## src/rtl/aes_spi_block_xfer.sv

```systemverilog
// Splits a 128-bit AES block into 16-bit SPI master words and gathers the replies into one block; ready only in IDLE.
// Latency: word 0 is requested the cycle after acceptance, and the result pulses the cycle after the last DONE edge. Optional timeout: AES_SPI_TIMEOUT_EN.
module aes_spi_block_xfer #(
  parameter int WORDS   = 8,
  parameter int TIMEOUT = 64
) (
  input  logic                  clock,
  input  logic                  reset,
  input  logic [16*WORDS-1:0]   block_in,
  input  logic                  block_valid,
  output logic                  block_ready,
  output logic [16*WORDS-1:0]   block_out,
  output logic                  block_out_valid,
  output logic                  block_err,
  output logic [15:0]           spi_data,
  output logic                  spi_valid,
  input  logic                  spi_done,
  input  logic [15:0]           spi_rdata
);

  localparam int IW = (WORDS > 1) ? $clog2(WORDS) : 1;
  localparam logic [1:0] IDLE = 2'd0;
  localparam logic [1:0] SEND = 2'd1;
  localparam logic [1:0] WAIT = 2'd2;
  localparam logic [IW-1:0] LAST = IW'(WORDS - 1);

  logic [1:0]             state;
  logic [IW-1:0]          idx;
  logic [WORDS-1:0][15:0] tx_buf;
  logic [WORDS-1:0][15:0] rx_buf;
  logic [WORDS-1:0][15:0] rx_merged;
  logic [WORDS-1:0][15:0] out_buf;
  logic                   done_q;
  logic                   live;
  logic                   done_rise;
  logic                   accept;
  logic                   timed_out;

  // live keeps block_ready low until the first edge after reset releases
  assign block_ready = (state == IDLE) && live;
  assign accept      = block_valid && block_ready;
  assign done_rise   = spi_done && !done_q;
  assign spi_valid   = (state == SEND);
  assign spi_data    = tx_buf[idx];
  assign block_out   = out_buf;

  always_comb begin
    rx_merged      = rx_buf;
    rx_merged[idx] = spi_rdata;
  end

`ifdef AES_SPI_TIMEOUT_EN
  localparam int CW = $clog2(TIMEOUT + 1);
  logic [CW-1:0] wait_cnt;

  // Fires in the last allowed WAIT cycle; a DONE edge in that same cycle still wins.
  assign timed_out = (state == WAIT) && !done_rise && (wait_cnt + CW'(1) == CW'(TIMEOUT));
  assign block_err = timed_out;

  always_ff @(posedge clock) begin
    if (reset) begin
      wait_cnt <= '0;
    end else if (state == SEND) begin
      wait_cnt <= '0;
    end else if (state == WAIT) begin
      wait_cnt <= wait_cnt + CW'(1);
    end
  end
`else
  assign timed_out = 1'b0;
  assign block_err = 1'b0;
`endif

  always_ff @(posedge clock) begin
    if (reset) begin
      state           <= IDLE;
      idx             <= '0;
      tx_buf          <= '0;
      rx_buf          <= '0;
      out_buf         <= '0;
      block_out_valid <= 1'b0;
      done_q          <= 1'b0;
      live            <= 1'b0;
    end else begin
      live            <= 1'b1;
      done_q          <= spi_done;
      block_out_valid <= 1'b0;
      case (state)
        IDLE: begin
          if (accept) begin
            tx_buf <= block_in;
            rx_buf <= '0;
            idx    <= '0;
            state  <= SEND;
          end
        end
        SEND: state <= WAIT;
        WAIT: begin
          if (done_rise) begin
            rx_buf <= rx_merged;
            if (idx == LAST) begin
              out_buf         <= rx_merged;
              block_out_valid <= 1'b1;
              state           <= IDLE;
            end else begin
              idx   <= idx + IW'(1);
              state <= SEND;
            end
          end else if (timed_out) begin
            state <= IDLE;
          end
        end
        default: state <= IDLE;
      endcase
    end
  end

endmodule

```

## config.mk

```make
export PLATFORM = sky130hd
export DESIGN_NAME = aes_spi_block_xfer
export DESIGN_NICKNAME = d
export VERILOG_FILES = /design/src/rtl/aes_spi_block_xfer.sv
export SDC_FILE = /design/constraint.sdc
export NUM_CORES = 1
export LEC_CHECK = 0
export CAP_MARGIN = 20
export CORE_ASPECT_RATIO = 0.8
export CORE_MARGIN = 4
export CORE_UTILIZATION = 40
export DETAILED_ROUTE_END_ITERATION = 8
export PLACE_DENSITY_LB_ADDON = 0.12
export SYNTH_ARGS = -nofsm -noshare
export SYNTH_HDL_FRONTEND = slang
export SYNTH_SLANG_ARGS = --single-unit
export TNS_END_PERCENT = 30
```

## constraint.sdc

```tcl
create_clock -name clock -period 2.15 [get_ports clock]
set_input_delay 0.5375 -clock clock [delete_from_list [all_inputs] [get_ports clock]]
set_output_delay 0.5375 -clock clock [all_outputs]
set_load 0.05 [all_outputs]
```

==> results of run 1 <==
per-layer routing:
layer	global-route usage, %	vias to the layer above
met5	0	-
met2	37.1	647
met1	36.6	7945
met4	5.85	0
li1	-	7823
met3	3.13	79
cells in the final DEF, fill, tap and decap left out, drive strengths merged, types with 65 or more instances in the layout:
cell type	netlist	final
a21oi	392	392
a311oi	128	128
buf	145	161
clkbuf	121	65
clkdlybuf4s50	0	146
dfxtp	392	392
dlygate4sd2	0	126
nand2	526	526
nand3	133	133
o211ai	130	130
registers in the layout, indices dropped and copies added (netlist names):
signal and cells:
idx 3, rx_buf 128, state 2, tx_buf 128, block_out 128, done_q 1, live 1, block_out_valid 1
kinds of logic after synthesis:
logic type,count (synthesis)
muxes,38
other,1
and+or+nand+nor,704
adders and majority gates,2
buffers and inverters,270
AOI/OAI and AO/OA,669
DFF,392
cell type report:
cell class	count	area [um2]
clock buffers	59	1220
repair buffers	441	5130
well taps	552	691
fillers	3852	18800
diodes	1	2.50
inverters	4	22.5
multi-input cells	1414	8140
flip-flops and latches	392	7860
clock inverters	16	214
where the power goes:
part	internal (uW)	total (uW)	switching [uW]
Clock	4540	7510	2970
Combinational	633	1410	775
Sequential	7380	7460	77.1
worst register-to-register path, stage by stage, from the launching register on:
cell	delay [ns]
dfxtp_4	0.41
buf_8	0.17
buf_6	0.12
buf_6	0.11
ha_4	0.15
ha_4	0.18
buf_6	0.13
or4bb_1	0.49
a21oi_2	0.17
a211oi_1	0.09
stage by stage:
step	setup slack, ns	cell area, um2
after floorplan	-0.0378	17100
after global placement	-0.0694	21300
after detailed placement	-0.141	21300
after CTS	-0.474	22900
after global routing	-0.499	23300
final	-0.443	23300
worst paths after layout:
check,depth (start not counted),end,start,slack (ns)
hold reg to reg,2,tx_buf[37]$_SDFFE_PP0P_,tx_buf[37]$_SDFFE_PP0P_,0.45
setup / recovery,4,spi_data[8],idx[0]$_SDFFE_PP0P_,-0.44
hold / removal,2,live$_DFF_P_,reset,0.35
setup reg to reg,9,idx[0]$_SDFFE_PP0P_,idx[1]$_SDFFE_PP0P_,0.01
synthesized netlist by cell type, types with 2 or more instances:
cell type  instances
a311oi_1         128
nand2b_1           3
buf_1              4
nand2_1          526
inv_1              4
and3b_1            3
nor2_1             4
o221ai_1           2
dfxtp_1          392
clkbuf_1         121
and2_1             2
nand4bb_1          2
o211ai_1         130
nor3b_4            3
nor2b_1            5
a221oi_1           8
buf_2            103
a21oi_1          392
mux2_2             6
ha_1               2
nand3b_1           7
o22a_1             2
o21ai_1            2
buf_6             13
buf_4             25
mux2i_1           11
nand3_1          132
o21ai_0            2
or3_1              3
or3b_1             3
mux4_2            20
what timing repair did:
action	in CTS	in global routing
resized for setup	171	29
cloned	2	6
setup endpoints to repair	143	112
setup buffers	9	9
pin swaps	14	13
==> flow_summary.json, run 1 <==
{
  "critical_path.max_fanout": 10,
  "synthMuxAreaShare_pct": 3.76,
  "synthArstFlopShare_pct": 0,
  "ant_nets": 0,
  "path_clk_slew_ns": 0.06,
  "yosysSeqAreaShare_pct": 45.9,
  "drc": 0,
  "wl_met2_um": 26800,
  "synth_largest_area_cell": "dfxtp_1",
  "cts_made_buffers": 41,
  "yosys_warnings": 0,
  "clockBufferDepth": 3,
  "wl_um": 59300,
  "cpMaxStageDelayCell": "mux4_2",
  "dp.cells": 2779,
  "grt-ovfl-total": 0,
  "setup_viol_count_final": 16,
  "violations": "negative setup slack",
  "power_uw": 16400,
  "max-slew-margin-rel_pct": 65.2,
  "tns_ns": -6.11,
  "fin_crit_sh_pct": 121,
  "numPortBuffers": 294,
  "avgSynthCellArea_um2": 8.23,
  "synth_top_family_by_area": "compound AO/OA/AOI/OAI gates",
  "outcome": "complete, but fails checks",
  "wl_per_cell_um": 20.6,
  "ctsHoldBuffers": 0,
  "arrival_ns": 2.06,
  "cp.required_ns": 1.61,
  "nets": 2444,
  "drv_slew": 0,
  "vias": 16500,
  "grt_max_degree": 90,
  "cts_tree": "built",
  "ys_ff_latch": 392,
  "p_leak_uw": 0.00804,
  "synth_fa_ha_area_share_pct": 0.146,
  "area_growth_pct": 36.2,
  "cts_max_level": 2,
  "crit_path_end_kind": "output port",
  "synth_compound_area_share_pct": 24.6,
  "core_area_um2": 42100,
  "cp_num_buf_inv": 2,
  "yosysTopAreaCellShare_pct": 45.9,
  "initial_core_util_pct": 40.6,
  "max_slew.worst_pin.slew_ns": 0.524,
  "syn-cell-area_um2": 17100,
  "top_layer_used": "met4",
  "wl_met3_um": 4240,
  "cp_top_family": "multiplexers",
  "drive_above_1_share_pct": 13.3,
  "vias_per_cell": 5.73,
  "die_w_um": 239,
  "grt_pass1_vias": 15500,
  "synth_flop_cell": "dfxtp_1",
  "clock.fmax_ghz": 0.386,
  "fin_skew_ns": 0.0222,
  "setup_ws_ns": -0.443,
  "first_pass_iters": 5,
  "crit_chain": "buf_12 > mux4_2 > mux2_2 > buf_6",
  "synth-edff-count": 0,
  "ios": 296,
  "post-dp-hpwl_um": 37000,
  "rsz0062_at_grt": "yes",
  "die_h_um": 193,
  "rows": 67,
  "slowest_delay_ns": 0.52,
  "fin_crit_ns": 2.59,
  "critPathKind": "register to output port",
  "antenna_found_initial": 1,
  "syn_nets": 2226,
  "cp-start-kind": "register",
  "grt_pass1_wl_um": 89900,
  "fin_cells": 2879,
  "drtIter0Drc": 1516,
  "worst_ir_drop_vdd_uv": 528,
  "root_buffer": "clkbuf_16",
  "final_util_pct": 55.3,
  "cellPowerDensity_nw_per_um2": 704,
  "ys_types": 47,
  "drt-met1-wl_um": 27200,
  "synthesis.instances": 2076,
  "hold_class": "primary input to register",
  "gp_congestion": 0.780,
  "clock_latency_ns": 0.55,
  "synth_simple_gate_area_share_pct": 17.7,
  "hold_viol": 0,
  "globalRouteTotalUtil_pct": 24.3,
  "synth_area_leaders": "dfxtp_1 (46%), nand2_1 (12%), a21oi_1 (11%), a311oi_1 (6.6%), o211ai_1 (5.7%)",
  "synth_xor_area_share_pct": 0,
  "cts.sinks": 392,
  "dieArea_um2": 46100,
  "holdWs_ns": 0.346,
  "maxCapViolations": 0
}
No activity file was read; power rests on OpenSTA's default activity.
==> run 2: changes to the inputs <==
--- a/config.mk
+++ b/config.mk
@@ -9,8 +9,10 @@
 export CORE_ASPECT_RATIO = 0.8
 export CORE_MARGIN = 4
 export CORE_UTILIZATION = 40
+export CTS_CLUSTER_DIAMETER = 100
 export DETAILED_ROUTE_END_ITERATION = 8
 export PLACE_DENSITY_LB_ADDON = 0.12
+export SKIP_CTS_REPAIR_TIMING = 1
 export SYNTH_ARGS = -nofsm -noshare
 export SYNTH_HDL_FRONTEND = slang
 export SYNTH_SLANG_ARGS = --single-unit
==> run 2 against run 1 <==
Largest power group unchanged. Routed wire length shrank 2.0%. Sequential power is essentially flat. Utilization grew 0.26 points. Count of clock-buffer cells in the layout is the same. Critical endpoint unchanged. Fmax grew 0.11%. Critical path depth is the same. Setup slack gained 0.0028 ns. Flip-flop and latch count is the same. The run still ends with negative setup slack left. Total power shrank 0.11%. Design area grew 0.48%. Global-route usage shrank 0.32 points. Non-clock buffer count shrank 15.
==> flow_summary.json, run 2 (synthesis gave the netlist of run 1 again) <==
{
  "grt_max_degree": 90,
  "tns_ns": -6.06,
  "nets": 2429,
  "grt_pass1_vias": 15300,
  "maxCapViolations": 0,
  "arrival_ns": 2.05,
  "rows": 67,
  "ant_nets": 0,
  "drtIter0Drc": 1399,
  "die_h_um": 193,
  "layout_commonest_cell": "nand2_1",
  "setup_ws_ns": -0.440,
  "grt_pass1_wl_um": 88900,
  "cts_tree": "built",
  "critical_path.max_fanout": 11,
  "holdPathEnd": "live$_DFF_P_",
  "cp-start-kind": "register",
  "cellPowerDensity_nw_per_um2": 700,
  "critPathKind": "register to output port",
  "rrSetupSlack_ns": 0.07,
  "fillers": 3802,
  "cts.sinks": 392,
  "violations": "negative setup slack",
  "rsz0062_at_grt": "yes",
  "outcome": "complete, but fails checks",
  "seqCellArea_um2": 7860,
  "area_growth_pct": 36.9,
  "diodes": 0,
  "ios": 296,
  "wl_per_cell_um": 20.3,
  "gp_congestion": 0.780,
  "first_pass_iters": 5,
  "vias_per_cell": 5.72,
  "initial_core_util_pct": 40.6,
  "hold-path-cell-count": 2,
  "root_buffer": "clkbuf_16",
  "pre_cts_slack_ns": -0.141,
  "p_leak_uw": 0.00967,
  "hold_viol": 0,
  "die_w_um": 239,
  "numPortBuffers": 294,
  "dieArea_um2": 46100,
  "post-dp-hpwl_um": 37000,
  "fin_crit_ns": 2.59,
  "multi_input_area_um2": 8090,
  "antenna_found_initial": 2,
  "crit_path_end_kind": "output port",
  "clock.fmax_ghz": 0.386,
  "max_slew.worst_pin.slew_ns": 0.538,
  "path_clk_slew_ns": 0.06,
  "hold_start": "reset",
  "grt-ovfl-total": 0,
  "fin_cells": 2863,
  "fin_skew_ns": 0.0174,
  "worst_ir_drop_vdd_uv": 528,
  "dp.cells": 2779,
  "cp.required_ns": 1.61,
  "r2r-end": "idx[0]$_SDFFE_PP0P_",
  "drive_above_1_share_pct": 12.4,
  "clockBufferDepth": 3,
  "setup_viol_count_final": 16,
  "power_uw": 16400,
  "globalRouteTotalUtil_pct": 24.0,
  "final_util_pct": 55.6,
  "max-slew-margin-rel_pct": 64.1,
  "wl_um": 58100,
  "clock_latency_ns": 0.55,
  "core_area_um2": 42100,
  "rr_startpoint": "idx[2]$_SDFFE_PP0P_",
  "hold_class": "primary input to register",
  "drv_slew": 0,
  "mostFrequentLayoutCells": "nand2_1 (518), a21oi_1 (391), dfxtp_1 (389)",
  "drc": 0,
  "ff2ff_path_depth": 8,
  "fin_crit_sh_pct": 120,
  "cts_max_level": 2,
  "vias": 16400,
  "cts_made_buffers": 41
}
[run 2: cell count changes in the layout (fill, tap and decap cells not counted), moves of 2 or more]
cell and delta:
clkbuf_16 -4, buf_4 -3, buf_16 -7, dlygate4sd2_1 -126
buf_6 -6, nor2b_4 -2, a311oi_1 +2, a311oi_2 -2
buf_12 +5, inv_1 +2, dlymetal6s2s_1 +127, clkinvlp_4 -2
[run 2: worst max path at each step]
stage	start	slack [ns]	to
finish	idx[0]$_SDFFE_PP0P_	-0.44	spi_data[8]
CTS	idx[1]$_SDFFE_PP0P_	-0.61	spi_data[10]
floorplan	idx[0]$_SDFFE_PP0P_	-0.04	spi_data[1]
global placement	spi_done	-0.07	block_out[106]$_SDFFE_PP0P_
global route	idx[0]$_SDFFE_PP0P_	-0.50	spi_data[8]
detailed placement	spi_done	-0.14	block_out[97]$_SDFFE_PP0P_
[run 2: stage by stage]
stage | hold slack (ns) | instance area [um2]
2_1_floorplan | 0.432 | 17100
3_3_place_gp | 0.440 | 21300
3_5_place_dp | 0.446 | 21300
4_1_cts | 0.312 | 22800
5_1_grt | 0.327 | 23400
6_report | 0.348 | 23400
[run 2: report_power, final]
part           switching, uW  leakage [uW]  total [uW]  internal (uW)
logic                    772       0.00579        1400            631
registers               76.3       0.00317        7460           7380
clock network           2960      0.000704        7500           4540
[run 2: area by class of cell]
cell class              instances  share of cell area (%)
well taps                     552                    2.95
multi-input cells            1414                    34.6
inverters                       4                  0.0642
flip-flops and latches        392                    33.6
repair buffers                426                    22.7
clock inverters                16                   0.915
clock buffers                  59                    5.20
[run 2: worst max-delay path, cell delays in order, from the launching register on]
cell     delay [ns]
dfxtp_4        0.38
buf_12         0.15
mux4_2         0.52
mux2_2         0.30
buf_6          0.16
[run 2: layer usage]
layer	global-route usage (%)	vias to the layer above	wire (um)	share of wire, %
li1	-	7787	-	-
met1	36.0	7994	27300	47
met2	36.7	517	26300	45
met3	3.16	72	3430	5.9
met4	5.87	0	1090	1.9
met5	0	-	0	0
==> run 3: changes to the inputs <==
--- a/config.mk
+++ b/config.mk
@@ -8,7 +8,7 @@
 export CAP_MARGIN = 20
 export CORE_ASPECT_RATIO = 0.8
 export CORE_MARGIN = 4
-export CORE_UTILIZATION = 40
+export CORE_UTILIZATION = 50
 export CTS_CLUSTER_DIAMETER = 100
 export DETAILED_ROUTE_END_ITERATION = 8
 export PLACE_DENSITY_LB_ADDON = 0.12
==> run 3 against run 2 <==
The run still ends with negative setup slack left. Flip-flop and latch count unchanged. Via count increased by 1.6%. Non-clock buffer count decreased by 9. Combinational power decreased by 4%. Utilization increased by 12 points. Fmax increased by 0.35%. Worst hold slack improved by 0.10 ns. Clock power decreased by 6.1%. Total power decreased by 3.2%. Sequential power about the same. Register-to-register slack about the same. Count of clock-buffer cells in the layout increased by 2. Largest power group is now sequential cells.
==> flow_summary.json, run 3 (synthesis gave the netlist of run 1 again) <==
{
  "vias": 16600,
  "core_area_um2": 33700,
  "root_buffer": "clkbuf_16",
  "clock_latency_ns": 0.54,
  "ant_nets": 0,
  "grt_pass1_wl_um": 86000,
  "first_pass_iters": 6,
  "antenna_found_initial": 2,
  "setup_ws_ns": -0.431,
  "hold_viol": 0,
  "power_uw": 15800,
  "cellPowerDensity_nw_per_um2": 694,
  "crit_path_end_kind": "output port",
  "clockBufferDepth": 3,
  "drc": 0,
  "outcome": "complete, but fails checks",
  "dieArea_um2": 37200,
  "max-slew-margin-rel_pct": 53.4,
  "wl_per_cell_um": 20.5,
  "violations": "negative setup slack",
  "fin_crit_sh_pct": 120,
  "die_h_um": 173,
  "drtIter0Drc": 1487,
  "r2r-end": "block_out[97]$_SDFFE_PP0P_",
  "cp-start-kind": "register",
  "gp_congestion": 0.842,
  "drive_above_1_share_pct": 12.1,
  "p_leak_uw": 0.00941,
  "critical_path.max_fanout": 14,
  "cts_made_buffers": 39,
  "ff2ff_path_depth": 9,
  "globalRouteTotalUtil_pct": 27.9,
  "mostFrequentLayoutCells": "nand2_1 (521), a21oi_1 (392), dfxtp_1 (389)",
  "fin_skew_ns": 0.0105,
  "post-dp-hpwl_um": 34700,
  "clock.fmax_ghz": 0.387,
  "ios": 296,
  "cts.sinks": 392,
  "die_w_um": 215,
  "path_clk_slew_ns": 0.06,
  "hold_class": "register to register",
  "wl_um": 56100,
  "cts_tree": "built",
  "vias_per_cell": 6.08,
  "cp.required_ns": 1.61,
  "final_util_pct": 67.8,
  "pre_cts_slack_ns": -0.0753,
  "crit_path_end": "spi_data[14]",
  "grt_pass1_vias": 15700,
  "cts_max_level": 2,
  "fillers": 2697,
  "layout_commonest_cell": "nand2_1",
  "rrSetupSlack_ns": 0.06,
  "maxCapViolations": 0,
  "initial_core_util_pct": 50.7,
  "max_slew.worst_pin.slew_ns": 0.699,
  "critPathKind": "register to output port",
  "grt_max_degree": 86,
  "rows": 60,
  "cp-startpoint": "idx[0]$_SDFFE_PP0P_",
  "fin_crit_ns": 2.58,
  "arrival_ns": 2.04,
  "grt-ovfl-total": 0,
  "rr_startpoint": "idx[1]$_SDFFE_PP0P_",
  "setup_viol_count_final": 16,
  "worst_ir_drop_vdd_uv": 615,
  "numPortBuffers": 294,
  "area_growth_pct": 33.7,
  "nets": 2418,
  "rsz0062_at_grt": "yes",
  "drv_slew": 0
}
-- run 3: cell types whose count changed in the layout (fill, tap and decap cells not counted), sizes merged, moves of 2 or more --
cell and change:
buf -3, bufinv -3, clkbuf +2, diode +2, dlymetal6s2s -6, inv -2
-- run 3: layout make-up --
class                   count  area, um2  area share, %
diodes                      2       5.00         0.0219
clock buffers              61       1220           5.35
clock inverters            10        103          0.449
inverters                   4       18.8         0.0822
multi-input cells        1414       8100           35.4
flip-flops and latches    392       7860           34.4
well taps                 434        543           2.38
repair buffers            417       5000           21.9
-- run 3: metal layers --
metal / part of all wire (%) / up-vias / wire length (um) / global-route usage (%)
met4: 2.9 / 0 / 1620 / 10.0
met5: 0 / - / 0 / 0
li1: - / 7788 / - / -
met1: 43 / 7980 / 24000 / 39.0
met3: 8.3 / 110 / 4640 / 5.43
met2: 46 / 752 / 25900 / 43.3
-- run 3: metrics by stage --
step                std cells  TNS (ns)  hold WS (ns)  instance area (um2)
finish                   2734     -5.98         0.453                22800
global route             2734     -8.45         0.466                22800
CTS                      2715    -22.60         0.441                22200
detailed placement       2644     -2.39         0.447                20900
global placement         2644   -0.0565         0.441                20900
floorplan                2076    -0.102         0.432                17100
-- run 3: how the worst min path moves through the flow --
stage / cells after the start / to / from / slack [ns]
finish: 2 / tx_buf[27]$_SDFFE_PP0P_ / tx_buf[27]$_SDFFE_PP0P_ / 0.45
CTS: 2 / live$_DFF_P_ / reset / 0.44
global placement: 2 / tx_buf[7]$_SDFFE_PP0P_ / tx_buf[7]$_SDFFE_PP0P_ / 0.44
floorplan: 2 / tx_buf[1]$_SDFFE_PP0P_ / tx_buf[1]$_SDFFE_PP0P_ / 0.43
global route: 2 / tx_buf[64]$_SDFFE_PP0P_ / tx_buf[64]$_SDFFE_PP0P_ / 0.47
detailed placement: 2 / tx_buf[125]$_SDFFE_PP0P_ / tx_buf[125]$_SDFFE_PP0P_ / 0.45
-- run 3: power breakdown --
group | switching (uW) | internal (uW) | leakage [uW]
registers | 75.9 | 7380 | 0.00317
clock network | 2900 | 4150 | 0.000657
logic | 753 | 591 | 0.00558
-- run 3: critical path, stage by stage (launching register included) --
cell and delay [ns]:
dfxtp_4 0.37, buf_12 0.17, mux4_2 0.52, mux2_2 0.28, buf_6 0.15
